==> src/rtl/shared_sram_arbiter.sv <==
// Three-way arbiter for one single-port SRAM: Wishbone (0) has fixed priority,
// the two cores (1, 2) alternate round-robin. Each access is IDLE -> ACCESS -> RESP.
module shared_sram_arbiter #(
  parameter int ADDR_W = 6,
  parameter int DATA_W = 8
) (
  input  logic                  wb_clk_i,
  input  logic                  wb_rst_i,
  input  logic [2:0]            en_i,
  input  logic [2:0]            req_i,
  input  logic [2:0]            we_i,
  input  logic [3*ADDR_W-1:0]   addr_i,
  input  logic [3*DATA_W-1:0]   wdata_i,
  output logic [2:0]            ack_o,
  output logic [DATA_W-1:0]     rdata_o,
  output logic                  busy_o,
  output logic [1:0]            owner_o,
  output logic [ADDR_W-1:0]     sram_addr,
  output logic [DATA_W-1:0]     sram_din,
  output logic                  sram_cen,
  output logic                  sram_gwe,
  input  logic [DATA_W-1:0]     sram_dout
);
  localparam int NUM_REQ = 3;

  localparam logic [1:0] S_IDLE   = 2'd0;
  localparam logic [1:0] S_ACCESS = 2'd1;
  localparam logic [1:0] S_RESP   = 2'd2;

  typedef struct packed {
    logic [1:0]        owner;
    logic              we;
    logic [ADDR_W-1:0] addr;
    logic [DATA_W-1:0] wdata;
  } acc_t;

  logic [1:0]                       state;
  acc_t                             acc_q;
  logic                             rr_q;    // 1 = core 2 favoured next
  logic [DATA_W-1:0]                hold_q;
  logic [NUM_REQ-1:0][ADDR_W-1:0]   addr_v;
  logic [NUM_REQ-1:0][DATA_W-1:0]   wdata_v;
  logic [NUM_REQ-1:0]               elig;
  logic [1:0]                       win;

  for (genvar g = 0; g < NUM_REQ; g++) begin : g_unpack
    assign addr_v[g]  = addr_i[g*ADDR_W +: ADDR_W];
    assign wdata_v[g] = wdata_i[g*DATA_W +: DATA_W];
  end

  assign elig = req_i & en_i;

  // Wishbone first, then the favoured core, then the other core.
  always_comb begin
    win = 2'd0;
    if (elig[0])                         win = 2'd0;
    else if (rr_q ? elig[2] : elig[1])   win = rr_q ? 2'd2 : 2'd1;
    else if (elig[1])                    win = 2'd1;
    else if (elig[2])                    win = 2'd2;
  end

  always_ff @(posedge wb_clk_i) begin
    if (wb_rst_i) begin
      state  <= S_IDLE;
      acc_q  <= '0;
      rr_q   <= 1'b0;
      hold_q <= '0;
    end else begin
      case (state)
        S_IDLE: if (|elig) begin
          acc_q.owner <= win;
          acc_q.we    <= we_i[win];
          acc_q.addr  <= addr_v[win];
          acc_q.wdata <= wdata_v[win];
          state       <= S_ACCESS;
        end
        S_ACCESS: state <= S_RESP;
        S_RESP: begin
          hold_q <= sram_dout;
          if (acc_q.owner != 2'd0) rr_q <= (acc_q.owner == 2'd1);
          state <= S_IDLE;
        end
        default: state <= S_IDLE;
      endcase
    end
  end

  always_comb begin
    ack_o = '0;
    if (state == S_RESP) ack_o[acc_q.owner] = 1'b1;
  end

  assign rdata_o   = (state == S_RESP) ? sram_dout : hold_q;
  assign busy_o    = (state != S_IDLE);
  assign owner_o   = acc_q.owner;
  assign sram_addr = acc_q.addr;
  assign sram_din  = acc_q.wdata;
  assign sram_cen  = (state != S_ACCESS);
  assign sram_gwe  = ~((state == S_ACCESS) & acc_q.we);

endmodule

==> config.mk <==
export PLATFORM = sky130hd
export DESIGN_NAME = shared_sram_arbiter
export DESIGN_NICKNAME = d
export VERILOG_FILES = /design/src/rtl/shared_sram_arbiter.sv
export SDC_FILE = /design/constraint.sdc
export NUM_CORES = 1
export LEC_CHECK = 0
export CORE_MARGIN = 8
export CORE_UTILIZATION = 33
export DETAILED_ROUTE_END_ITERATION = 7
export HOLD_SLACK_MARGIN = 0.12
export PLACE_DENSITY = 0.77
export SLEW_MARGIN = 20
export SYNTH_ARGS = -nofsm -noshare
export SYNTH_HDL_FRONTEND = slang
export SYNTH_SLANG_ARGS = --single-unit
==> constraint.sdc <==
create_clock -name wb_clk_i -period 1.7 [get_ports wb_clk_i]
set_input_delay 0.34 -clock wb_clk_i [delete_from_list [all_inputs] [get_ports wb_clk_i]]
set_output_delay 0.34 -clock wb_clk_i [all_outputs]
set_load 0.1 [all_outputs]
# ---- Word level (Yosys, flattened, before mapping)
# Index checks and enable logic that the tools add are counted.
dict set report totals {
  elab_cells 43
  inputBits 61
  ff_bits 28
  output_inout_bits 30
}
dict set report classes {
  n_lt_le_gt_ge 3
  reduce_logical 7
  muxes 18
  n_bitwise 3
  n_eq_ne 5
}
# cell n
set ops {}
lappend ops {{binary-select mux 8 bit (select 2 bit)} 1}
lappend ops {{two-way mux 8 bit} 2}
lappend ops {{binary-select mux 6 bit (select 2 bit)} 1}
lappend ops {{two-way mux 2 bit} 6}
lappend ops {{< comparator 2 x 3 -> 1 bit, second input constant} 2}
lappend ops {{two-way mux 6 bit} 1}
lappend ops {{equality test 2 x 1 -> 1 bit, second input constant} 2}
lappend ops {{one-hot mux 2 bit (2 select lines)} 1}
lappend ops {{AND reduction 2 bit} 2}
lappend ops {{nonzero test 2 bit} 2}
lappend ops {{bitwise AND 3 bit} 1}
lappend ops {{two-way mux 1 bit} 3}
lappend ops {{two-way mux 3 bit} 1}
lappend ops {{OR reduction 3 bit} 1}
lappend ops {{binary-select mux 1 bit (select 2 bit)} 1}
lappend ops {{demux 1 bit (select 2 bit)} 1}
lappend ops {{equality test 2 bit, second input constant} 1}
lappend ops {{greater-or-equal comparator 2 x 1 -> 1 bit, second input constant} 1}
lappend ops {{logical NOT 2 bit} 1}
lappend ops {{!= test 2 x 1 -> 1 bit, second input constant} 1}
lappend ops {{!= test 2 bit, second input constant} 1}
lappend ops {{bitwise AND 1 bit} 1}
lappend ops {{logical AND 1 bit} 1}
lappend ops {{NOT 1 bit} 1}

# ---- Longest topological paths before layout
# Gate-level depths: netlist of the first run.
dict set report depth {
  depth_word 7
  depth_mapped 6
  depth_no_buf 4
}

# ---- Worst setup path after synthesis of the first run
# Ideal clock, no wire load.
dict set report synth_timing {
  path_kind {reg-to-output}
  from {reg state[1]}
  to {out ack_o[0]}
  path_buffers 1
  required_time_ns 1.360
  path_slack_ns -1.778
  t_arrival_ns 3.138
  stages_incl_launch_ff 4
  path_cell_list {dfxtp_1 nor2b_1 clkbuf_1 nor3b_1}
}
dict set report synth_between {
  elab_chain_cells 2
}
# element line_no
set synth_rtl {}
lappend synth_rtl {{start: declaration} 37} ;# logic [1:0] state;
lappend synth_rtl {{start signal: assignment} 64} ;# state <= S_IDLE;
lappend synth_rtl {{start signal: assignment} 75} ;# state <= S_ACCESS;
lappend synth_rtl {{start signal: assignment} 77} ;# S_ACCESS: state <= S_RESP;
lappend synth_rtl {{equality test 2 bit} 90} ;# if (state == S_RESP) ack_o[acc_q.owner] = 1'b1;
lappend synth_rtl {{two-way mux 3 bit} 90}
lappend synth_rtl {{end: declaration} 14} ;# output logic [2:0] ack_o,
# No other way between the ends.

# ---- Final worst setup path of the first run
# Ends and elaborated chain as after synthesis.

==> flow_summary.ini, run 1 <==
[status]
status = finished with violations
violations = negative setup slack

[hold_path]
hold-path-cell-count = 1
hold_class = register to register
hp-start = acc_q[14]$_SDFFE_PP0P_
worstHoldEndpoint = acc_q[14]$_SDFFE_PP0P_

[final_layout]
fin_util_pct = 69.5
antenna_cells = 0
final_nets = 292
layout-drive-gt1-share_pct = 30.1
stdcell_area_um2 = 2820
area_growth_pct = 99.7

[critical_path]
worstPathArrival_ps = 1440
cp_data_required_time_ps = 1360
rrSetupSlack_ps = 150
worstSetupEndpointType = output port
worstReg2RegEnd = sram_din[7]$_SDFFE_PP0P_
r2r_cells = 6
start_kind = register
worstReg2RegStart = state[1]$_SDFFE_PP0P_
critical_path_class = register to output port
path_max_fanout = 6

[place]
place.gp.congestion = 0.794
io_buffers = 90
dpl_cell_area_um2 = 2660
hpwlAfterDp_um = 3580
pre_cts_slack_ps = -284

[routing]
routedWlPerCell_um = 16.9
wirelength_um = 4710
drt_pass1_iterations = 4
drc = 0
drtIter0Drc = 51
via_count = 1382
vias_per_cell = 4.95
ant_nets = 0

[pwr]
p_sw_uw = 845
p_int_uw = 1350
p_leak_uw = 0.00110
cellPowerDensity_nw_per_um2 = 779
max-vdd-ir-drop_v = 0.000467
switching_share_pct = 38.5
pwr-share-seq_pct = 34.6
comb_power_share_pct = 49.5
clockPowerShare_pct = 16.0

[floorplan]
die_height_um = 81.4
io_pins = 91
initial_utilization_pct = 34.8
rows = 23
die_w_um = 81.4
die-area_um2 = 6630
coreArea_um2 = 4060

[sta]
slew_headroom_pct = 74.8
hold_viol_final = 0
setup_violations = 11
worst_pin_slew_ps = 377
tns_ps = -659
slew_viol_final = 0
holdWs_ps = 491
post-route-period-util_pct = 105
period_minus_slack_ps = 1780
fmax_mhz = 561
finalWorstSetupSlack_ps = -81.8
fin_skew_ps = 2.35
rsz0062_at_grt = true

[clock_tree]
numCtsBuffers = 3
clkSinkCount = 28
post_cts_hold_buffer_count = 0
cts_tree = done
clockRootBuffer = clkbuf_8
path_clk_slew_ps = 90
clk_latency_ps = 260
cts_max_path_buffers = 2
htree_levels = 1

[logic_synthesis]
syn-num-nets = 202
synth_area_leader_cell = dfxtp_1
syn_inst = 141
syn_area_um2 = 1410
synth_top_area_share_pct = 39.7
ys_ff_latch = 28
ys_warn_count = 0
yosysSeqAreaShare_pct = 39.7
synth.area.top_cells = dfxtp_1 (40%), a32o_1 (11%), o22a_1 (9.3%)
synthDistinctLibCells = 27
avgSynthCellArea_um2 = 10.0

[grt]
grt_pass1_vias = 1537
grt_use_met1_pct = 16.5
grt_max_degree = 16
use_met2_pct = 23.9
overflow = 0
grt_most_used_layer = met2
grt_pass1_wl_um = 7340
antenna_found_initial = 0
met3_usage_pct = 4.30
grt.total_usage_pct = 13.8

[job]
max-cap-violations = 0
-- worst max-delay path: stages (launching register included) --
cell and delay (ps):
dfxtp_2 340, nor2b_4 180, buf_12 140, buf_6 100
nor3b_4 210, buf_12 200
-- layout make-up --
| type | instances | area, um^2 |
|---|---|---|
| Timing Repair Buffer | 109 | 1390 |
| Fill cell | 298 | 1240 |
| Multi-Input combinational cell | 89 | 756 |
| Sequential cell | 28 | 566 |
| Tap cell | 50 | 62.6 |
| Clock buffer | 3 | 41.3 |
-- power by group through the flow --
| stage | sequential (uW) | clock, uW | combinational (uW) |
|---|---|---|---|
| after detailed placement | 775 | 0 | 1060 |
| after floorplan | 746 | 0 | 661 |
| after global placement | 772 | 0 | 1050 |
| after global routing | 766 | 392 | 1130 |
| after CTS | 759 | 362 | 1090 |
| final | 759 | 351 | 1090 |
-- synth_stat cells --
| master | number |
|---|---|
| a211oi_1 | 1 |
| a21oi_1 | 1 |
| a222oi_1 | 1 |
| a22o_1 | 1 |
| a32o_1 | 15 |
| and3b_1 | 1 |
| buf_2 | 1 |
| buf_4 | 16 |
| buf_6 | 1 |
| clkbuf_1 | 6 |
| dfxtp_1 | 28 |
| mux2_2 | 8 |
| nand2_1 | 4 |
| nand2b_1 | 16 |
| nand3_1 | 1 |
| nand3b_1 | 1 |
| nand4_1 | 1 |
| nor2_1 | 5 |
| nor2_4 | 1 |
| nor2b_1 | 9 |
| nor3_2 | 1 |
| nor3b_1 | 1 |
| o2111ai_1 | 1 |
| o21ai_0 | 2 |
| o22a_1 | 15 |
| o31a_1 | 2 |
| or2_2 | 1 |
-- cell usage in the layout (no fill, tap or decap) --
master and n:
buf_4 14, o2111ai_1 1, clkbuf_8 3, nand2b_1 16, nand4_1 1, nand3b_1 1, buf_6 2, nand2_1 4
a32o_1 15, nand3_1 1, nor2_1 4, nor3_4 1, clkdlybuf4s50_1 58, or2_2 1, a22o_1 1, mux2_4 8
o22a_1 15, dfxtp_4 1, and3b_2 1, a211oi_1 1, nor2b_4 1, dfxtp_1 26, buf_12 33, a21oi_1 1
nor2b_1 8, dlymetal6s2s_1 2, dfxtp_2 1, nor3b_4 1, a222oi_1 1, o31a_1 2, o21ai_0 2, nor2_4 2
-- metrics by stage --
step,power (uW),cells
floorplan,1410,141
global placement,1820,268
detailed placement,1830,268
CTS,2210,278
global route,2290,279
finish,2200,279
-- worst max-delay path by stage --
stage | from | endpoint | depth (start not counted) | slack [ps]
finish | state[1]$_SDFFE_PP0P_ | ack_o[0] | 5 | -80
global placement | req_i[2] | sram_din[3]$_SDFFE_PP0P_ | 5 | -230
floorplan | state[1]$_SDFFE_PP0P_ | ack_o[0] | 3 | -130
global route | state[1]$_SDFFE_PP0P_ | ack_o[0] | 5 | -150
detailed placement | en_i[2] | sram_din[7]$_SDFFE_PP0P_ | 5 | -280
CTS | state[0]$_SDFFE_PP0P_ | ack_o[0] | 5 | -80
-- sequential cells by signal (all words and copies together) (netlist names) --
| register | count |
|---|---|
| sram_din | 8 |
| hold_q | 8 |
| sram_addr | 6 |
| owner_o | 2 |
| state | 2 |
| rr_q | 1 |
| acc_q | 1 |
-- logic make-up (layout without fill, tap and decap cells) --
logic type	count (synthesis)	count (layout)	synth area share, %
AO/OA/AOI/OAI	39	39	24.7
AND/OR/NAND/NOR	42	42	17.9
buffers and inverters	24	112	11.3
multiplexers	8	8	6.38
flip-flops	28	28	39.7
-- layer usage --
layer | vias up | share of wire, %
met4 | 0 | 0.40
met2 | 53 | 49
met5 | - | 0
met3 | 2 | 9.4
li1 | 685 | -
met1 | 642 | 41
-- timing repair --
item	in CTS	in global routing
endpoints found under the setup margin	23	14
setup buffers	7	1
resized for setup	10	4
hold endpoints to repair	0	0
pin swaps	2	1
No activity file was read; power rests on OpenSTA's default activity.
==> run 2, diff against run 1 <==
==> constraint.sdc (replaced) <==
create_clock -name wb_clk_i -period 1.7 [get_ports wb_clk_i]
set_input_delay 0.34 -clock wb_clk_i [delete_from_list [all_inputs] [get_ports wb_clk_i]]
set_output_delay 0.34 -clock wb_clk_i [all_outputs]
set_load 0.005 [all_outputs]
==> run 2 against run 1 <==
Net effect:
- the flow still finishes with violations (negative setup slack)
- maximum frequency fell by 2.5%
- clock power up 15%
- critical path depth increased by 1
- die area unchanged
- sequential cell count stayed put
- non-clock buffer count grew 8
- worst hold slack lost 18 ps
- first-iteration DRC count up 9.8%
- final cell count rose by 3.2%
- combinational power decreased by 48%
- global-route usage decreased by 0.23 points
- setup slack got worse by 46 ps
==> flow_summary.ini, run 2 (synthesized netlist as in run 1, its figures left out) <==
[status]
status = finished with violations
violations = negative setup slack

[hold_path]
hp-start = sram_addr[4]$_SDFFE_PP0P_
hold-path-cell-count = 1
worstHoldEndpoint = sram_addr[4]$_SDFFE_PP0P_
hold_class = register to register

[place]
io_buffers = 90
pre_cts_slack_ps = -578
place.gp.congestion = 0.748
hpwlAfterDp_um = 3310

[final_layout]
layout-drive-gt1-share_pct = 23.9
final_nets = 300
layout_common_cells = clkdlybuf4s50_1 (71), dfxtp_1 (26), nand2b_1 (16), buf_6 (16)
fin_util_pct = 64.4
antenna_cells = 0
area_growth_pct = 85.0
final_common_cell = clkdlybuf4s50_1

[routing]
drtIter0Drc = 56
routedWlPerCell_um = 16.6
via_count = 1393
wirelength_um = 4780
drc = 0
drt_pass1_iterations = 4
ant_nets = 0
vias_per_cell = 4.84

[clock_tree]
cts_tree = done
clk_latency_ps = 270
cts_max_path_buffers = 2
path_clk_slew_ps = 90
numCtsBuffers = 3
clkSinkCount = 28
clockRootBuffer = clkbuf_8
htree_levels = 1

[floorplan]
die_height_um = 81.4
die_w_um = 81.4
die-area_um2 = 6630
io_pins = 91
initial_utilization_pct = 34.8
rows = 23
coreArea_um2 = 4060

[critical_path]
critical_path_class = register to output port
r2r_cells = 7
path_common_cell = buf_6
start_kind = register
rrSetupSlack_ps = 130
worstReg2RegEnd = sram_addr[2]$_SDFFE_PP0P_
worstPathArrival_ps = 1490
path_cells = nor2b_4 > buf_6 > buf_6 > buf_6 > mux2_4 > buf_6
crit_slowest_cell = dfxtp_2
cp_data_required_time_ps = 1360
path_max_fanout = 4
worstReg2RegStart = state[1]$_SDFFE_PP0P_
worstSetupEndpointType = output port
cp_slowest_stage_delay_ps = 340

[grt]
grt_pass1_wl_um = 7110
grt_pass1_vias = 1448
overflow = 0
grt_max_degree = 17
grt.total_usage_pct = 13.6
antenna_found_initial = 0

[sta]
slew_headroom_pct = 80.0
fin_skew_ps = 2.36
worst_pin_slew_ps = 300
period_minus_slack_ps = 1830
rsz0062_at_grt = true
post-route-period-util_pct = 108
slew_viol_final = 0
fmax_mhz = 547
setup_violations = 8
hold_viol_final = 0
finalWorstSetupSlack_ps = -128

[pwr]
total_power_uw = 1710
cellPowerDensity_nw_per_um2 = 654
p_leak_uw = 0.00106
max-vdd-ir-drop_v = 0.000332

[job]
max-cap-violations = 0
-- run 2: changes by cell type in the layout (fill, tap and decap cells not counted), sizes merged --
| cell | previous run | this run |
|---|---|---|
| buf | 49 | 35 |
| dlygate4sd2 | 0 | 1 |
| clkbuf | 3 | 8 |
| clkdlybuf4s50 | 58 | 71 |
| dlymetal6s2s | 2 | 6 |
-- run 2: critical path, delay by kind of cell (launching register included) --
family	cells	cell delay (ps)
flops	1	340
simple gates	1	160
mux	1	300
buf+inv	4	420
-- run 2: cell type report --
type	instances	area (um^2)
fill	334	1450
timing repair buffer	117	1190
multi-input combinational	89	738
sequential	28	563
tap	50	62.6
clock buffer	4	55.1
-- run 2: where the power goes --
| group | total (uW) | switching (uW) | internal [uW] |
|---|---|---|---|
| Sequential | 736 | 27.3 | 709 |
| Combinational | 569 | 184 | 385 |
| Clock | 404 | 197 | 207 |
-- run 2: timing repair --
item	4_1_cts	5_1_grt
hold buffers	0	0
cloned	1	1
pin swaps	2	3
gates resized for setup	70	14
setup endpoints to repair	28	27
setup buffers	8	3
-- run 2: per-layer routing --
layer  up-vias  share of wire [%]  GRT usage (%)  wire length (um)
met5         -                  0              0                 0
met1       627                 41           16.1              1960
met2        55                 49           22.5              2330
met3         2                9.8           5.08               469
li1        709                  -              -                 -
met4         0               0.40           3.57                19
-- run 2: worst max path at each step --
stage / to / startpoint / cells after the start / slack [ps]
after global routing: rdata_o[1] / state[1]$_SDFFE_PP0P_ / 6 / -170
after floorplan: sram_addr[0]$_SDFFE_PP0P_ / req_i[2] / 4 / 90
after detailed placement: sram_din[2]$_SDFFE_PP0P_ / en_i[2] / 5 / -580
after global placement: sram_din[5]$_SDFFE_PP0P_ / en_i[2] / 5 / -510
final: rdata_o[1] / state[1]$_SDFFE_PP0P_ / 6 / -130
after CTS: rdata_o[1] / state[1]$_SDFFE_PP0P_ / 6 / -120
-- run 2: per-stage QoR --
step                area, um^2  cells  hold WS, ps  setup TNS (ps)
finish                    2610    288          473            -540
global route              2610    288          489            -981
CTS                       2530    284          477            -516
detailed placement        2350    272          454           -9910
global placement          2350    272          447           -8940
floorplan                 1410    141          412               0
==> run 3, diff against run 2 <==
--- a/config.mk
+++ b/config.mk
@@ -10,7 +10,8 @@
 export DETAILED_ROUTE_END_ITERATION = 7
 export HOLD_SLACK_MARGIN = 0.12
 export PLACE_DENSITY = 0.77
-export SLEW_MARGIN = 20
+export RECOVER_POWER = 100
+export SLEW_MARGIN = 25
 export SYNTH_ARGS = -nofsm -noshare
 export SYNTH_HDL_FRONTEND = slang
 export SYNTH_SLANG_ARGS = --single-unit
==> run 3 against run 2 <==
Net effect:
- the run still ends with negative setup slack left
- via count grew 0.93%
- clock skew is essentially flat
- first-iteration DRC count shrank 1.8%
- worst hold slack lost 5.7 ps
- critical path depth is the same
- setup slack gained 1.2 ps
- final cell count is the same
- sequential cell count is the same
- total power shrank 1.2%
- critical path type unchanged
- largest cell class unchanged
- largest power group unchanged
- highest routed layer unchanged
==> flow_summary.ini, run 3 (synthesized netlist as in run 1, its figures left out) <==
[routing]
via_count = 1406
vias_per_cell = 4.88
wirelength_um = 4760
routedWlPerCell_um = 16.5
ant_nets = 0
drt_pass1_iterations = 4
drc = 0
drtIter0Drc = 55

[sta]
rsz0062_at_grt = true
post-route-period-util_pct = 107
fin_skew_ps = 2.38
fmax_mhz = 547
period_minus_slack_ps = 1830
finalWorstSetupSlack_ps = -127
hold_viol_final = 0
worst_pin_slew_ps = 695
slew_viol_final = 0
setup_violations = 23
slew_headroom_pct = 53.7

[grt]
grt_max_degree = 17
antenna_found_initial = 0
grt_pass1_vias = 1448
overflow = 0
grt_pass1_wl_um = 7110
grt.total_usage_pct = 13.6

[critical_path]
critical_path_class = register to output port
worstPathArrival_ps = 1490
worstSetupEndpointType = output port
start_kind = register
cp_data_required_time_ps = 1360
path_max_fanout = 4

[clock_tree]
post_cts_hold_buffer_count = 0
cts_tree = done
cts_max_path_buffers = 2
clockRootBuffer = clkbuf_8
clk_latency_ps = 270
numCtsBuffers = 3
htree_levels = 1
path_clk_slew_ps = 90
clkSinkCount = 28

[place]
place.gp.congestion = 0.748
dpl_cell_area_um2 = 2350
io_buffers = 90
hpwlAfterDp_um = 3310

[floorplan]
die_height_um = 81.4
initial_utilization_pct = 34.8
die-area_um2 = 6630
io_pins = 91
coreArea_um2 = 4060
rows = 23
die_w_um = 81.4

[final_layout]
area_growth_pct = 83.9
final_common_cell = clkdlybuf4s50_1
fin_util_pct = 64.0
antenna_cells = 0
layout-drive-gt1-share_pct = 22.7
layout_common_cells = clkdlybuf4s50_1 (57), dfxtp_1 (26), nand2b_1 (16), buf_6 (16)
final_nets = 300
stdcell_area_um2 = 2590

[hold_path]
hold_class = register to register

[pwr]
max-vdd-ir-drop_v = 0.000327
cellPowerDensity_nw_per_um2 = 651
p_leak_uw = 0.00108

[job]
max-cap-violations = 0

[status]
violations = negative setup slack
status = finished with violations
[run 3: cell count changes in the layout (fill, tap and decap cells not counted), sizes merged]
cell           previous run  this run
dlygate4sd3               0        14
buf                      35        32
clkbuf                    8        11
clkdlybuf4s25             0         2
clkdlybuf4s50            71        57
dlymetal6s2s              6         4
[run 3: critical path: stages, from the launching register on]
cell	delay [ps]
dfxtp_2	340
nor2b_4	160
buf_6	120
buf_6	90
buf_6	90
mux2_4	300
buf_6	120
[run 3: cell type report]
class                      count  area (um^2)
clock buffer                   4         55.1
fill                         339         1460
multi-input combinational     89          738
sequential                    28          563
tap                           50         62.6
timing repair buffer         117         1180
[run 3: path summary, 6_finish.rpt]
kind	start	end	slack (ps)	cells after the start
max	state[1]$_SDFFE_PP0P_	rdata_o[1]	-130	6
min	sram_addr[4]$_SDFFE_PP0P_	sram_addr[4]$_SDFFE_PP0P_	470	1
max reg2reg	state[1]$_SDFFE_PP0P_	sram_addr[2]$_SDFFE_PP0P_	100	7
min reg2reg	sram_addr[4]$_SDFFE_PP0P_	sram_addr[4]$_SDFFE_PP0P_	470	1
[run 3: per-stage QoR]
stage | setup WS, ps | power (uW) | setup TNS (ps) | instances | hold slack (ps)
after floorplan | 93.1 | 969 | 0 | 141 | 412
after CTS | -121 | 1700 | -516 | 284 | 477
after global placement | -512 | 1250 | -8940 | 272 | 447
after global routing | -172 | 1780 | -2910 | 288 | 484
final | -127 | 1690 | -1330 | 288 | 467
after detailed placement | -578 | 1260 | -9910 | 272 | 454
[run 3: timing repair]
action | in CTS | in global routing
endpoints found under the setup margin | 28 | 27
resized for setup | 70 | 14
setup buffers | 8 | 3
gates cloned | 1 | 1
pin swaps | 2 | 3
[run 3: report_power, final]
group          internal (uW)  switching, uW  leakage (uW)  total, uW
logic                    367            183      0.000821        550
registers                709           25.4      0.000230        734
clock network            207            197     0.0000288        404
[run 3: routing by layer]
| metal | global-route usage [%] | wire length, um |
|---|---|---|
| met1 | 16.1 | 1960 |
| met2 | 22.5 | 2330 |
| met3 | 5.08 | 449 |
| met4 | 3.57 | 19 |
| met5 | 0 | 0 |
